[src/rtl/mult_rr_scheduler.sv]
// mult_rr_scheduler: round-robin front end for one shared sign-magnitude
// multiplier. Requests are registered into an operand stage (S1) that drives
// the external combinational multiplier, and the product is captured into a
// result stage (S2) tagged with the index of the requester that issued it.
module mult_rr_scheduler #(
   parameter int unsigned NUM_REQ = 4,
   parameter int unsigned DATA_W  = 32,
   parameter int unsigned ID_W    = 2
) (
   input  logic                      clk,
   input  logic                      rst,
   input  logic [NUM_REQ-1:0]        req_valid,
   output logic [NUM_REQ-1:0]        req_ready,
   input  logic [NUM_REQ*DATA_W-1:0] req_a,
   input  logic [NUM_REQ*DATA_W-1:0] req_b,
   output logic [DATA_W-1:0]         mul_a,
   output logic [DATA_W-1:0]         mul_b,
   input  logic [DATA_W-1:0]         mul_c,
   output logic                      rsp_valid,
   input  logic                      rsp_ready,
   output logic [DATA_W-1:0]         rsp_data,
   output logic [ID_W-1:0]           rsp_id,
   output logic                      busy
);

   // S1: operand stage feeding the shared multiplier
   logic              s1_valid_q, s1_valid_d;
   logic [ID_W-1:0]   s1_id_q,    s1_id_d;
   logic [DATA_W-1:0] mul_a_q,    mul_a_d;
   logic [DATA_W-1:0] mul_b_q,    mul_b_d;

   // S2: result stage presented downstream
   logic              s2_valid_q, s2_valid_d;
   logic [DATA_W-1:0] rsp_data_q, rsp_data_d;
   logic [ID_W-1:0]   rsp_id_q,   rsp_id_d;

   // Round-robin pointer: first index scanned on the next arbitration
   logic [ID_W-1:0]   rr_ptr_q,   rr_ptr_d;

   logic              adv2;
   logic              accept;
   logic              gnt_found;
   logic [ID_W-1:0]   gnt_idx;
   logic              hs;

   // Pipeline flow control and rotating-priority grant selection
   always_comb begin
      int unsigned idx;
      logic [ID_W-1:0] idx_w;
      idx       = 0;
      idx_w     = '0;
      adv2      = s1_valid_q & (~s2_valid_q | rsp_ready);
      accept    = ~s1_valid_q | adv2;
      gnt_found = 1'b0;
      gnt_idx   = '0;
      for (int unsigned i = 0; i < NUM_REQ; i++) begin
         idx   = (32'(rr_ptr_q) + i) % NUM_REQ;
         idx_w = ID_W'(idx);
         if (!gnt_found && req_valid[idx_w]) begin
            gnt_found = 1'b1;
            gnt_idx   = idx_w;
         end
      end
      // rst gates the grant so no request is acknowledged while held in reset
      hs        = gnt_found & accept & ~rst;
      req_ready = '0;
      if (hs) begin
         req_ready[gnt_idx] = 1'b1;
      end
   end

   // Next-state for both pipeline stages and the round-robin pointer
   always_comb begin
      s1_valid_d = s1_valid_q;
      s1_id_d    = s1_id_q;
      mul_a_d    = mul_a_q;
      mul_b_d    = mul_b_q;
      s2_valid_d = s2_valid_q;
      rsp_data_d = rsp_data_q;
      rsp_id_d   = rsp_id_q;
      rr_ptr_d   = rr_ptr_q;

      if (adv2) begin
         rsp_data_d = mul_c;
         rsp_id_d   = s1_id_q;
         s2_valid_d = 1'b1;
         s1_valid_d = 1'b0;
      end else if (s2_valid_q && rsp_ready) begin
         s2_valid_d = 1'b0;
      end

      // a same-cycle handshake refills S1 after it drains into S2
      if (hs) begin
         s1_valid_d = 1'b1;
         s1_id_d    = gnt_idx;
         for (int unsigned i = 0; i < NUM_REQ; i++) begin
            if (gnt_idx == ID_W'(i)) begin
               mul_a_d = req_a[i*DATA_W +: DATA_W];
               mul_b_d = req_b[i*DATA_W +: DATA_W];
            end
         end
         if (32'(gnt_idx) == NUM_REQ - 1) begin
            rr_ptr_d = '0;
         end else begin
            rr_ptr_d = gnt_idx + ID_W'(1);
         end
      end
   end

   // State registers with asynchronous reset
   always_ff @(posedge clk or posedge rst) begin
      if (rst) begin
         s1_valid_q <= 1'b0;
         s1_id_q    <= '0;
         mul_a_q    <= '0;
         mul_b_q    <= '0;
         s2_valid_q <= 1'b0;
         rsp_data_q <= '0;
         rsp_id_q   <= '0;
         rr_ptr_q   <= '0;
      end else begin
         s1_valid_q <= s1_valid_d;
         s1_id_q    <= s1_id_d;
         mul_a_q    <= mul_a_d;
         mul_b_q    <= mul_b_d;
         s2_valid_q <= s2_valid_d;
         rsp_data_q <= rsp_data_d;
         rsp_id_q   <= rsp_id_d;
         rr_ptr_q   <= rr_ptr_d;
      end
   end

   assign mul_a     = mul_a_q;
   assign mul_b     = mul_b_q;
   assign rsp_valid = s2_valid_q;
   assign rsp_data  = rsp_data_q;
   assign rsp_id    = rsp_id_q;
   assign busy      = s1_valid_q | s2_valid_q;

endmodule

[config.mk]
export PLATFORM = sky130hd
export DESIGN_NAME = mult_rr_scheduler
export DESIGN_NICKNAME = d
export VERILOG_FILES = /design/src/rtl/mult_rr_scheduler.sv
export SDC_FILE = /design/constraint.sdc
export NUM_CORES = 1
export LEC_CHECK = 0
export CORE_AREA = 2 2 155 157
export CTS_CLUSTER_SIZE = 28
export DETAILED_ROUTE_END_ITERATION = 10
export DIE_AREA = 0 0 157 159
export PLACE_DENSITY_LB_ADDON = 0.15
export SKIP_CTS_REPAIR_TIMING = 1
export SYNTH_ARGS = -nofsm -noshare
export SYNTH_HDL_FRONTEND = slang
export SYNTH_SLANG_ARGS = --single-unit
[constraint.sdc]
create_clock -name clk -period 3.97 [get_ports clk]
set_clock_uncertainty 0.15 [all_clocks]
set_input_delay 0.9925 -clock clk [delete_from_list [all_inputs] [get_ports clk]]
set_output_delay 0.9925 -clock clk [all_outputs]
set_load 0.1 [all_outputs]
After elaboration in Yosys (flattened, before gate mapping)
Index checks and enable logic that the tools add are counted.
{"block": "word_totals", "latch_bits": 0, "regBits": 104, "ramBits": 0, "n_memories": 0, "mem_bits_ro": 0, "output_inout_bits": 104, "input_bits": 295}
{"block": "classes", "shift": 0, "n_bitwise": 9, "magnitude_cmp": 6, "div_mod_pow": 0, "n_eq_ne": 3, "addsub": 4, "n_reduce_logical": 13, "n_mux": 32, "n_mul": 0}
{"op": "$mux W32", "n": 8}
{"op": "$lt A2 B3 Y1 const B", "n": 5}
{"op": "$mux W1", "n": 13}
{"op": "$mux W2", "n": 5}
{"op": "$bmux W1 S2", "n": 4}
{"op": "$logic_and A1 B1 Y1", "n": 5}
{"op": "$add A2 B1 Y2 const B", "n": 2}
{"op": "$add A2 B2 Y2 const B", "n": 2}
{"op": "$eq A2 B2 Y1 const B", "n": 2}
{"op": "$mux W4", "n": 1}
{"op": "$reduce_bool A2 Y1", "n": 2}
{"op": "$reduce_bool A4 Y1", "n": 1}
{"op": "$and A1 B1 Y1", "n": 3}
{"op": "$logic_not A1 Y1", "n": 3}
{"op": "$not A1 Y1", "n": 3}
{"op": "$or A1 B1 Y1", "n": 3}
{"op": "$demux W1 S2", "n": 1}
{"op": "$eq A2 B1 Y1 const B", "n": 1}
{"op": "$ge A2 B1 Y1 const B", "n": 1}
{"op": "$logic_not A2 Y1", "n": 1}
{"op": "$reduce_and A2 Y1", "n": 1}

Logic depth before layout (Yosys ltp)
{"block": "depth", "word_depth": 17, "mapped_depth": 9, "mapped_depth_nobuf": 7}

Least setup slack after synthesis
OpenSTA, ideal clock, no wires.
{"block": "synth_path", "path_kind": "input-to-output", "from": "input port req_valid[2]", "to": "output port req_ready[3]", "path_stages": 7, "required_time_ns": 2.828, "path_slack_ns": -0.326, "t_arrival_ns": 3.153, "cell_sequence": "mux2i_1 -> nor2_1 -> nor4_1 -> ha_1 -> clkbuf_1 -> clkbuf_1 -> and2_1"}
{"block": "synth_via", "elab_chain_len": 17, "word_cells_on_any_way": 30, "classes_between": "2 x order compare; 19 x mux; 2 x bitwise; 7 x reduce/logical"}
{"element": "start, declared", "line_no": "12", "text": "input logic [NUM_REQ-1:0] req_valid,"}
{"element": "$bmux W1 S2", "line_no": "59", "text": "if (!gnt_found && req_valid[idx_w]) begin"}
{"element": "$mux W1 (not written as such)", "line_no": "59"}
{"element": "$mux W1", "line_no": "59"}
{"element": "$logic_not A1 Y1", "line_no": "59"}
{"element": "$logic_and A1 B1 Y1", "line_no": "59"}
{"element": "$mux W1", "line_no": "59"}
{"element": "$logic_not A1 Y1", "line_no": "59"}
{"element": "$logic_and A1 B1 Y1", "line_no": "59"}
{"element": "(+2 left out)"}
{"element": "$logic_and A1 B1 Y1", "line_no": "59"}
{"element": "$mux W2 (*)", "line_no": "59"}
{"element": "named net gnt_idx[0]", "line_no": "43", "text": "logic [ID_W-1:0] gnt_idx;"}
{"element": "$lt A2 B3 Y1 (not written as such) / $ge A2 B1 Y1 (equally long branches)", "line_no": "68", "text": "req_ready[gnt_idx] = 1'b1;"}
{"element": "$logic_and A1 B1 Y1 (not written as such)", "line_no": "68"}
{"element": "$mux W1 (not written as such)", "line_no": "68"}
{"element": "$demux W1 S2 (*)", "line_no": "68"}
{"element": "$mux W4 (*)", "line_no": "67", "text": "if (hs) begin"}
{"element": "end, declared", "line_no": "13", "text": "output logic [NUM_REQ-1:0] req_ready,"}
The timed path passes the listed nets; every way through them passes the cells marked *. The select of a mux whose other input is x is not followed.

Worst setup path in the final report
{"block": "layout_path", "from": "input port req_valid[2]", "to": "output port req_ready[2]"}
{"block": "layout_via", "elab_chain_len": 17, "word_cells_on_any_way": 30, "classes_between": "2 x order compare; 19 x mux; 2 x bitwise; 7 x reduce/logical"}
{"element": "$bmux W1 S2", "line_no": "59"}
{"element": "$mux W1 (not written as such)", "line_no": "59"}
{"element": "$mux W1", "line_no": "59"}
{"element": "$logic_not A1 Y1", "line_no": "59"}
{"element": "$logic_and A1 B1 Y1", "line_no": "59"}
{"element": "$mux W1", "line_no": "59"}
{"element": "$logic_not A1 Y1", "line_no": "59"}
{"element": "$logic_and A1 B1 Y1", "line_no": "59"}
{"element": "$mux W1", "line_no": "59"}
{"element": "$logic_not A1 Y1", "line_no": "59"}
{"element": "$logic_and A1 B1 Y1", "line_no": "59"}
{"element": "$mux W2", "line_no": "59"}
{"element": "$lt A2 B3 Y1 (not written as such) / $ge A2 B1 Y1 (equally long branches)", "line_no": "68"}
{"element": "$logic_and A1 B1 Y1 (not written as such)", "line_no": "68"}
{"element": "$mux W1 (not written as such)", "line_no": "68"}
{"element": "$demux W1 S2", "line_no": "68"}
{"element": "$mux W4 (*)", "line_no": "67"}
Every way passes the cells marked *; elsewhere a longest branch is shown, timed or not. The select of a mux whose other input is x is not followed.

==> qor.txt <==
Global-route wire length before repair - 33.4 mm
Antenna Violating Nets Remaining - 0
Peak VDD IR - 0.564 mV
H-tree depth - 3
Routed wire per std cell - 18.7 µm
CTS tree - done
DRT Pass-1 Iters - 7
Number of max-cap violations - 0
Post-DP Area - 10400 µm²
Core area - 23200 µm²
Avg Cell Area, Syn - 12.0 µm²
Final period util - 93.8%
GRT Total Usage - 17.4%
Slowest cell delay on critical path - 550 ps
Synth Register Bits - 104
Chip Height - 159 µm
Top_reg_cell synth - dfrtp_1
Die area - 25000 µm²
Ant diodes - 0
Placed Instances - 1193
Hpwl dp - 17.5 mm
Post-synth ARST share - 100%
Clock slew at reported path FFs - 70 ps
RSZ-0062 raised after global routing - false
Non-filler cells in the finished layout - 1209
TNS Setup - 0 ps
Clock Latency Late Sink - 350 ps
Post-Layout Inst Area - 10700 µm²
Synth warn - 0
Worst Setup Start Kind - primary input
I/O pin cnt - 399
Routed vias/inst - 4.59
Sequential share of the synthesized area - 45.0%
# rows - 56
Slew @ Worst Pin - 1030 ps
CP max FO - 5
Global placement routability congestion - 0.840
Post-Syn Nets - 779
Grt ovf - 0
Slowest-stage cell, CP - or4_1
Kind of critical path - primary input to output pin
Number of synthesized flops with an enable pin - 0
Required time of the critical path - 2830 ps
Number of CTS-inserted buffers - 9
# setup viols final - 0
Initial antenna violation count - 0
Synthesized area - 5780 µm²
WL final - 22.6 mm
Synth cell types - 27
Status - finished, final reports clean
Vias in the first global route - 5751
Clock tree buffer depth - 2
Tmin final - 3730 ps
Syn Inst Count - 480
Worst min path class - register to register
Layout cell share with drive strength beyond 1 - 21.0%
Fmax - 268 MHz
Pin count of the biggest net entering global routing - 68
Root Buffer - clkbuf_16
P&R area growth vs syn - 84.9%
Critical Path, Cell by Cell - dlymetal6s2s_1 > mux2i_1 > nor2_1 > or4_1 > ha_1 > and2_1 > buf_12
Die W - 157 µm
WP data arrival - 2580 ps
CP Capture Type - output pin
Initial Util - 24.9%
# fillers - 2196
Worst slew margin - 31.2%
DR vias - 5552
Port bufs - 398
DRC - 0
Final max-slew violation count - 0
P per Cell Area - 850 nW/µm²
Clock sink total - 104
Count of final hold-check violations - 0
Nets - 1184
Leakage power - 4.44 nW
Starting DRC count in detailed routing - 383
==> cell usage after synthesis (all sizes together) (4+ instances only) <==
cell type  count  area share, %
a222oi        63             11
and2           4           0.43
buf           16            2.1
clkbuf        23            1.5
dfrtp        104             45
ha             4           0.87
inv           66            4.3
mux2         100             19
mux2i         64             11
nand2b         5           0.54
nor4           4           0.69
o31ai          5           0.65
==> cells by family after synthesis <==
| kind of cell | synth area share, % |
|---|---|
| adder cells (fa/ha/maj) | 0.865 |
| AND/OR/NAND/NOR | 3.33 |
| buffers and inverters | 7.92 |
| flip-flops | 45.0 |
| multiplexers | 30.5 |
| AO/OA/AOI/OAI | 12.3 |
==> metal layers <==
layer | global-route usage (%) | up-vias | part of all wire (%)
met5 | 0 | - | 0
met4 | 6.38 | 0 | 2.5
met3 | 3.95 | 30 | 7.8
met2 | 31.2 | 240 | 51
met1 | 20.2 | 2656 | 39
li1 | - | 2626 | -
==> layout make-up <==
class | instances | area [µm²] | share of cell area [%]
Timing Repair Buffer | 433 | 4360 | 40.8
Multi-Input combinational cell | 271 | 2770 | 25.9
Clock inverter | 7 | 85.1 | 0.796
Clock buffer | 9 | 225 | 2.11
Sequential cell | 104 | 2600 | 24.3
Tap cell | 319 | 399 | 3.73
Inverter | 66 | 251 | 2.35
==> final timing paths <==
check / slack (ps) / endpoint / depth (start not counted) / start
max: 240 / req_ready[2] / 7 / req_valid[2]
min: 360 / rsp_id[1]$_DFFE_PP0P_ / 1 / rsp_id[1]$_DFFE_PP0P_
max reg2reg: 1000 / mul_a[18]$_DFFE_PP0P_ / 10 / rr_ptr_q[1]$_DFFE_PP0P_
min reg2reg: 360 / rsp_id[1]$_DFFE_PP0P_ / 1 / rsp_id[1]$_DFFE_PP0P_
max in group asynchronous: 2100 / mul_a[18]$_DFFE_PP0P_ / 4 / rst
min in group asynchronous: 1110 / s1_valid_q$_DFFE_PP0P_ / 4 / rst
==> sequential cells by signal, summed over array words and instances, names as in the netlist <==
register    count
rsp_data       32
mul_b          32
mul_a          32
rsp_valid       1
s1_id_q         2
rr_ptr_q        2
s1_valid_q      1
rsp_id          2
==> through the flow <==
step	setup WS, ps	hold WS (ps)	util [%]	total power, W
after CTS	-104	362	46.0	0.00920
after global placement	-69.4	336	44.7	0.00820
after global routing	125	367	46.1	0.00950
after detailed placement	-96.7	342	44.7	0.00821
after floorplan	-51.0	313	-	0.00629
final	244	359	46.1	0.00909
==> where the power goes <==
part | switching [W] | internal, W
Combinational | 0.00445 | 0.00197
Sequential | 0.000231 | 0.00149
Clock | 0.000442 | 0.000503
Total | 0.00513 | 0.00396
==> placed cells by master, fill, tap and decap left out, types with 3 or more instances in the layout <==
master           Yosys  final
a222oi_1            63     63
and3b_1              3      3
buf_12               0     13
buf_4                0     46
clkbuf_16            0      9
clkdlybuf4s50_1      0    370
clkinvlp_4           0      3
dfrtp_1            104    104
dlymetal6s2s_1       0      4
inv_1               66     65
mux2_2             100    100
mux2i_1             64     64
nand2b_1             5      5
o31ai_1              5      5
==> worst max-delay path, delay by kind of cell <==
family	cells	cell delay [ps]
AND/OR/NAND/NOR	3	800
buffers and inverters	2	370
adder cells (fa/ha/maj)	1	240
multiplexers	1	180
No activity file was read; power rests on OpenSTA's default activity.
